File: src/rtl/nes_poll_sequencer.sv
// NES controller poll sequencer: drives latch/pulse from tick_en strobes and publishes the button byte.
// Optional POLL_DEBOUNCE_EN: publish only when two consecutive polls return the same raw byte.
module nes_poll_sequencer #(
  parameter int unsigned LATCH_TICKS       = 2,
  parameter int unsigned HALF_TICKS        = 1,
  parameter int unsigned POLL_PERIOD_TICKS = 1067
) (
  input  logic       clock_2MHz,
  input  logic       reset_n,
  input  logic       tick_en,
  input  logic       nes_data,
  output logic       nes_latch,
  output logic       nes_pulse,
  output logic [7:0] buttons,
  output logic       buttons_valid,
  output logic       busy
);

  localparam int unsigned PER_W  = (POLL_PERIOD_TICKS > 1) ? $clog2(POLL_PERIOD_TICKS) : 1;
  localparam int unsigned PH_MAX = (LATCH_TICKS > HALF_TICKS) ? LATCH_TICKS : HALF_TICKS;
  localparam int unsigned PH_W   = (PH_MAX > 1) ? $clog2(PH_MAX) : 1;

  localparam logic [PER_W-1:0] PER_LAST   = PER_W'(POLL_PERIOD_TICKS - 1);
  localparam logic [PH_W-1:0]  LATCH_LAST = PH_W'(LATCH_TICKS - 1);
  localparam logic [PH_W-1:0]  HALF_LAST  = PH_W'(HALF_TICKS - 1);

  typedef enum logic [2:0] {
    S_IDLE  = 3'd0,
    S_LATCH = 3'd1,
    S_LOW   = 3'd2,
    S_HIGH  = 3'd3,
    S_DONE  = 3'd4
  } state_t;

  state_t           state;
  logic [PER_W-1:0] per_cnt;
  logic [PH_W-1:0]  phase;
  logic [2:0]       bit_idx;
  logic [7:0]       shreg;
  logic             sync_meta;
  logic             sync_data;
  logic             wrap;

  // Two-flop synchronizer; idles released (high) like an unplugged controller line
  always_ff @(posedge clock_2MHz or negedge reset_n) begin
    if (!reset_n) begin
      sync_meta <= 1'b1;
      sync_data <= 1'b1;
    end else begin
      sync_meta <= nes_data;
      sync_data <= sync_meta;
    end
  end

  assign wrap = tick_en && (per_cnt == PER_LAST);

  // Free-running poll period counter
  always_ff @(posedge clock_2MHz or negedge reset_n) begin
    if (!reset_n) begin
      per_cnt <= '0;
    end else if (tick_en) begin
      per_cnt <= wrap ? '0 : per_cnt + PER_W'(1);
    end
  end

`ifdef POLL_DEBOUNCE_EN
  logic [7:0] raw_prev;
`endif

  // Poll FSM with registered latch/pulse/busy/result outputs
  always_ff @(posedge clock_2MHz or negedge reset_n) begin
    if (!reset_n) begin
      state         <= S_IDLE;
      phase         <= '0;
      bit_idx       <= '0;
      shreg         <= '0;
      nes_latch     <= 1'b0;
      nes_pulse     <= 1'b0;
      buttons       <= '0;
      buttons_valid <= 1'b0;
      busy          <= 1'b0;
`ifdef POLL_DEBOUNCE_EN
      raw_prev      <= '0;
`endif
    end else begin
      buttons_valid <= 1'b0;
      case (state)
        S_IDLE: begin
          if (wrap) begin
            state     <= S_LATCH;
            phase     <= '0;
            nes_latch <= 1'b1;
            busy      <= 1'b1;
          end
        end
        S_LATCH: begin
          if (tick_en) begin
            if (phase == LATCH_LAST) begin
              state     <= S_LOW;
              phase     <= '0;
              bit_idx   <= '0;
              nes_latch <= 1'b0;
            end else begin
              phase <= phase + PH_W'(1);
            end
          end
        end
        S_LOW: begin
          if (tick_en) begin
            if (phase == HALF_LAST) begin
              shreg[bit_idx] <= ~sync_data;
              phase          <= '0;
              if (bit_idx == 3'd7) begin
                state <= S_DONE;
              end else begin
                state     <= S_HIGH;
                nes_pulse <= 1'b1;
              end
            end else begin
              phase <= phase + PH_W'(1);
            end
          end
        end
        S_HIGH: begin
          if (tick_en) begin
            if (phase == HALF_LAST) begin
              state     <= S_LOW;
              phase     <= '0;
              bit_idx   <= bit_idx + 3'd1;
              nes_pulse <= 1'b0;
            end else begin
              phase <= phase + PH_W'(1);
            end
          end
        end
        S_DONE: begin
          state <= S_IDLE;
          phase <= '0;
          busy  <= 1'b0;
`ifdef POLL_DEBOUNCE_EN
          raw_prev <= shreg;
          if (shreg == raw_prev) begin
            buttons       <= shreg;
            buttons_valid <= 1'b1;
          end
`else
          buttons       <= shreg;
          buttons_valid <= 1'b1;
`endif
        end
        default: begin
          state     <= S_IDLE;
          phase     <= '0;
          nes_latch <= 1'b0;
          nes_pulse <= 1'b0;
          busy      <= 1'b0;
        end
      endcase
    end
  end

endmodule

File: config.mk
export PLATFORM = sky130hd
export DESIGN_NAME = nes_poll_sequencer
export DESIGN_NICKNAME = d
export VERILOG_FILES = /design/src/rtl/nes_poll_sequencer.sv
export SDC_FILE = /design/constraint.sdc
export NUM_CORES = 1
export LEC_CHECK = 0
export BUFFER_PORTS_ARGS = -buffer_cell sky130_fd_sc_hd__buf_2
export CAP_MARGIN = 20
export CORE_MARGIN = 3
export CORE_UTILIZATION = 55
export CTS_BUF_LIST = sky130_fd_sc_hd__clkbuf_8
export DETAILED_ROUTE_END_ITERATION = 8
export HOLD_SLACK_MARGIN = 0.03
export PLACE_DENSITY = 0.82
export SYNTH_ARGS = -nofsm -noshare
export SYNTH_HDL_FRONTEND = slang
export SYNTH_SLANG_ARGS = --single-unit
File: constraint.sdc
create_clock -name clock_2MHz -period 3.6 [get_ports clock_2MHz]
set_clock_uncertainty 0.15 [all_clocks]
set_input_delay 0 -clock clock_2MHz [delete_from_list [all_inputs] [get_ports clock_2MHz]]
set_output_delay 0 -clock clock_2MHz [all_outputs]
set_load 0.1 [all_outputs]
==> key figures <==
Run status
  • Run status: finished, final reports clean

Cells and area
  • Final design area excluding fillers: 0.00206 mm²
  • Most common cell after layout, fill and taps aside: sky130_fd_sc_hd__dfrtp_1
  • Combined area of the multi-input logic cells: 772 µm²
  • Diode insertion count for antenna repair: 0
  • Leading cell types in the layout, fill and taps excluded: sky130_fd_sc_hd__dfrtp_1, sky130_fd_sc_hd__buf_2, sky130_fd_sc_hd__nand2_1
  • Area Overhead vs Synth: 10.0%
  • Area occupied by registers: ~0.001 mm²
  • Fraction of final layout cells with drive strength greater than 1: between 20% and 30%
  • Post-layout util: 65.2%
  • Fill cell total of the finished layout: approximately 260
  • Total number of nets in the final design: roughly 190

GRT
  • GRT Residual Overflow: 0
  • Number of global-route vias before repair: roughly 1200
  • Antenna violations before repair: 0
  • Pin count of the biggest net entering global routing: 41
  • Global-route wire length before repair: between 5 and 6 mm
  • Overall global routing resource usage: between 10% and 20%

Logic synthesis
  • Syn Std Cell Area: roughly 0.0019 mm²
  • Unique masters post-synth: 41
  • Post-synthesis sequential element count: 40
  • Syn avg cell area: 11.1 µm²
  • Syn. warnings: 0
  • Share of flip-flops with an asynchronous set or reset: 100%
  • Cells taking the most area after synthesis: sky130_fd_sc_hd__dfrtp_1, sky130_fd_sc_hd__mux2_2, sky130_fd_sc_hd__mux2i_1
  • Count of flip-flops with a built-in enable after synthesis: 0
  • Post-Syn Instances: approximately 170
  • Sequential area share after synthesis: 53.7%
  • Net count after synthesis: 177
  • Primary FF master, synth: sky130_fd_sc_hd__dfrtp_1
  • Cell taking the most area after synthesis: sky130_fd_sc_hd__dfrtp_1
  • Portion of synthesized cell area occupied by the leading cell type: 50.9%

Min path
  • Kind of path behind the tightest hold check: primary input to asynchronous set/reset pin

STA
  • Count of final max-slew check failures: 0
  • Setup repair after global routing missed its margin: no
  • Min cycle time layout: 1.84 ns
  • Final Cycle Share: about half
  • Final setup TNS: 0 ns
  • PnR worst setup slack: 1.76 ns
  • Hold Worst Slack: 0.197 ns
  • Final count of negative-setup-slack endpoints: 0
  • Final Hold Viols: 0
  • Highest clock frequency the design can meet: between 500 and 600 MHz
  • Slew of the pin with the lowest slew margin: 0.842 ns
  • Relative max-transition margin: 43.9%

Worst setup path
  • Number of buffers and inverters on the critical path: 2
  • Cell family with most CP delay: buffers and inverters
  • Worst Setup End Kind: flip-flop
  • Critical path data required time: 3.61 ns
  • Nature of the critical path startpoint: primary input
  • Data arrival time of the critical path: 1.86 ns
  • Critical-path maximum fanout: 15
  • Series of cell instances along the critical path: dlygate4sd3_1 > buf_2 > nor2b_1 > nand3b_2 > o31ai_1 > o41ai_1
  • Highest-delay cell along the critical path: sky130_fd_sc_hd__dlygate4sd3_1
  • Class of the most critical setup path: primary input to flip-flop
  • Crit path largest cell delay: 0.54 ns

Routing
  • Via-per-instance ratio: 5.68
  • Number of remaining DRC errors: 0
  • Number of DRC violations after detailed-routing iteration 0: 63
  • Antenna-violating nets left: 0
  • TritonRoute pass-1 iters: 4
  • Total via count after detailed routing: 1295
  • Detail-routed net length per standard cell: 13.6 µm
  • Final wirelength: 3.11 mm

Power and ir drop
  • Leakage Power: 1.02 nW
  • Clock share of power: between 30% and 40%
  • Sw frac: about a quarter
  • Combinational group share of total power: approximately 8.7%
  • Net switching power of the design: 0.223 mW
  • Internal power contribution: 0.668 mW
  • Worst supply voltage drop on vdd: 0.000328 V
  • Cell area power density: 433 mW/mm²
  • Sequential share of power: 58.9%

CTS
  • Post-CTS sizing: 0
  • CTS max path bufs: 2
  • Clk sink count: 40
  • Num CTS Buffers: 5
  • TritonCTS clock tree: yes
  • Worst-Skew Late Latency: 0.29 ns
  • Total of hold buffers inserted after clock tree synthesis: 3
  • CTS H-tree lvls: 2
  • Clock transition at the register clock pins on the worst setup and hold paths after CTS: 0.07 ns
  • Clock Tree Root: sky130_fd_sc_hd__clkbuf_8
  • Postcts setup bufs: 0

Die
  • Area of the die: just over 0.004 mm²
  • Starting density of the core: between 50% and 60%
  • Core region area: 0.00315 mm²
  • Std cell rows: 20
  • DIE HEIGHT: 64.3 µm
  • Number of top-level design ports: 16
  • Die width: 64.3 µm

Place
  • DP Wirelength: 2.14 mm
  • Setup slack after placement: 1.78 ns
  • Buffers on Ports: 15
  • Cell area after placement: between 0.0015 and 0.002 mm²
  • Placer's final routability congestion estimate: roughly 0.87

Run
  • Max Cap Violations: 0
[kinds of logic after synthesis]
kind of cell	Yosys count	share of synthesized area, %
xor gates and xnor gates	8	3.75
and+or+nand+nor	52	16.1
AOI/OAI and AO/OA	32	10.8
muxes	14	8.04
DFF	40	53.7
buffers and inverters	19	4.96
adders and majority gates	4	2.68
[metrics by stage]
step	cells	total power, mW
global placement	217	0.604
finish	228	0.891
CTS	228	0.901
detailed placement	217	0.607
floorplan	169	0.580
global route	228	0.942
[flip-flops by register name, indices dropped and copies added, names as in the netlist]
register       flops
nes_pulse          1
phase              1
nes_latch          1
busy               1
state              3
buttons            8
buttons_valid      1
per_cnt           11
shreg              8
bit_idx            3
sync_data          1
sync_meta          1
[final timing paths]
kind | start | to | slack [ns] | depth (start not counted)
max | tick_en | shreg[0]$_DFFE_PN0P_ | 1.76 | 6
min reg2reg | sync_meta$_DFF_PN1_ | sync_data$_DFF_PN1_ | 0.21 | 0
min | reset_n | per_cnt[6]$_DFFE_PN0P_ | 0.20 | 2
max in group asynchronous | reset_n | buttons[1]$_DFFE_PN0P_ | 2.57 | 2
min in group clock_2MHz | nes_data | sync_meta$_DFF_PN1_ | 0.21 | 2
max reg2reg | phase$_DFFE_PN0P_ | shreg[0]$_DFFE_PN0P_ | 1.77 | 4
[power groups by stage]
| stage | Combinational [mW] | Clock, mW | Sequential, mW |
|---|---|---|---|
| floorplan | 0.0584 | 0 | 0.521 |
| global placement | 0.0731 | 0 | 0.531 |
| detailed placement | 0.0749 | 0 | 0.532 |
| CTS | 0.0778 | 0.300 | 0.523 |
| global route | 0.0887 | 0.323 | 0.530 |
| finish | 0.0771 | 0.289 | 0.525 |
[synthesized netlist by cell type, types with 5 or more instances]
cell / count
sky130_fd_sc_hd__o31ai_1: 5
sky130_fd_sc_hd__nand3_1: 6
sky130_fd_sc_hd__nor2_1: 8
sky130_fd_sc_hd__inv_1: 8
sky130_fd_sc_hd__o21ai_0: 9
sky130_fd_sc_hd__nand2_1: 12
sky130_fd_sc_hd__dfrtp_1: 38
sky130_fd_sc_hd__xor2_1: 6
sky130_fd_sc_hd__a21oi_1: 7
sky130_fd_sc_hd__mux2i_1: 6
sky130_fd_sc_hd__mux2_2: 8
[routing by layer]
| layer | track usage [%] | wire (µm) | vias up |
|---|---|---|---|
| met5 | 0 | 0 | - |
| met2 | 27.7 | 1420 | 35 |
| met3 | 5.80 | 167 | 5 |
| li1 | - | - | 623 |
| met4 | 7.92 | 44 | 0 |
| met1 | 22.9 | 1480 | 632 |
[final cells by class]
type | instances | share of cell area, %
repair buffers | 18 | 5.11
clock buffers | 6 | 4.02
inverters | 8 | 1.46
clock inverters | 2 | 0.365
multi-input cells | 110 | 37.6
flip-flops and latches | 40 | 48.8
well taps | 44 | 2.68
No activity file was read; power rests on OpenSTA's default activity.
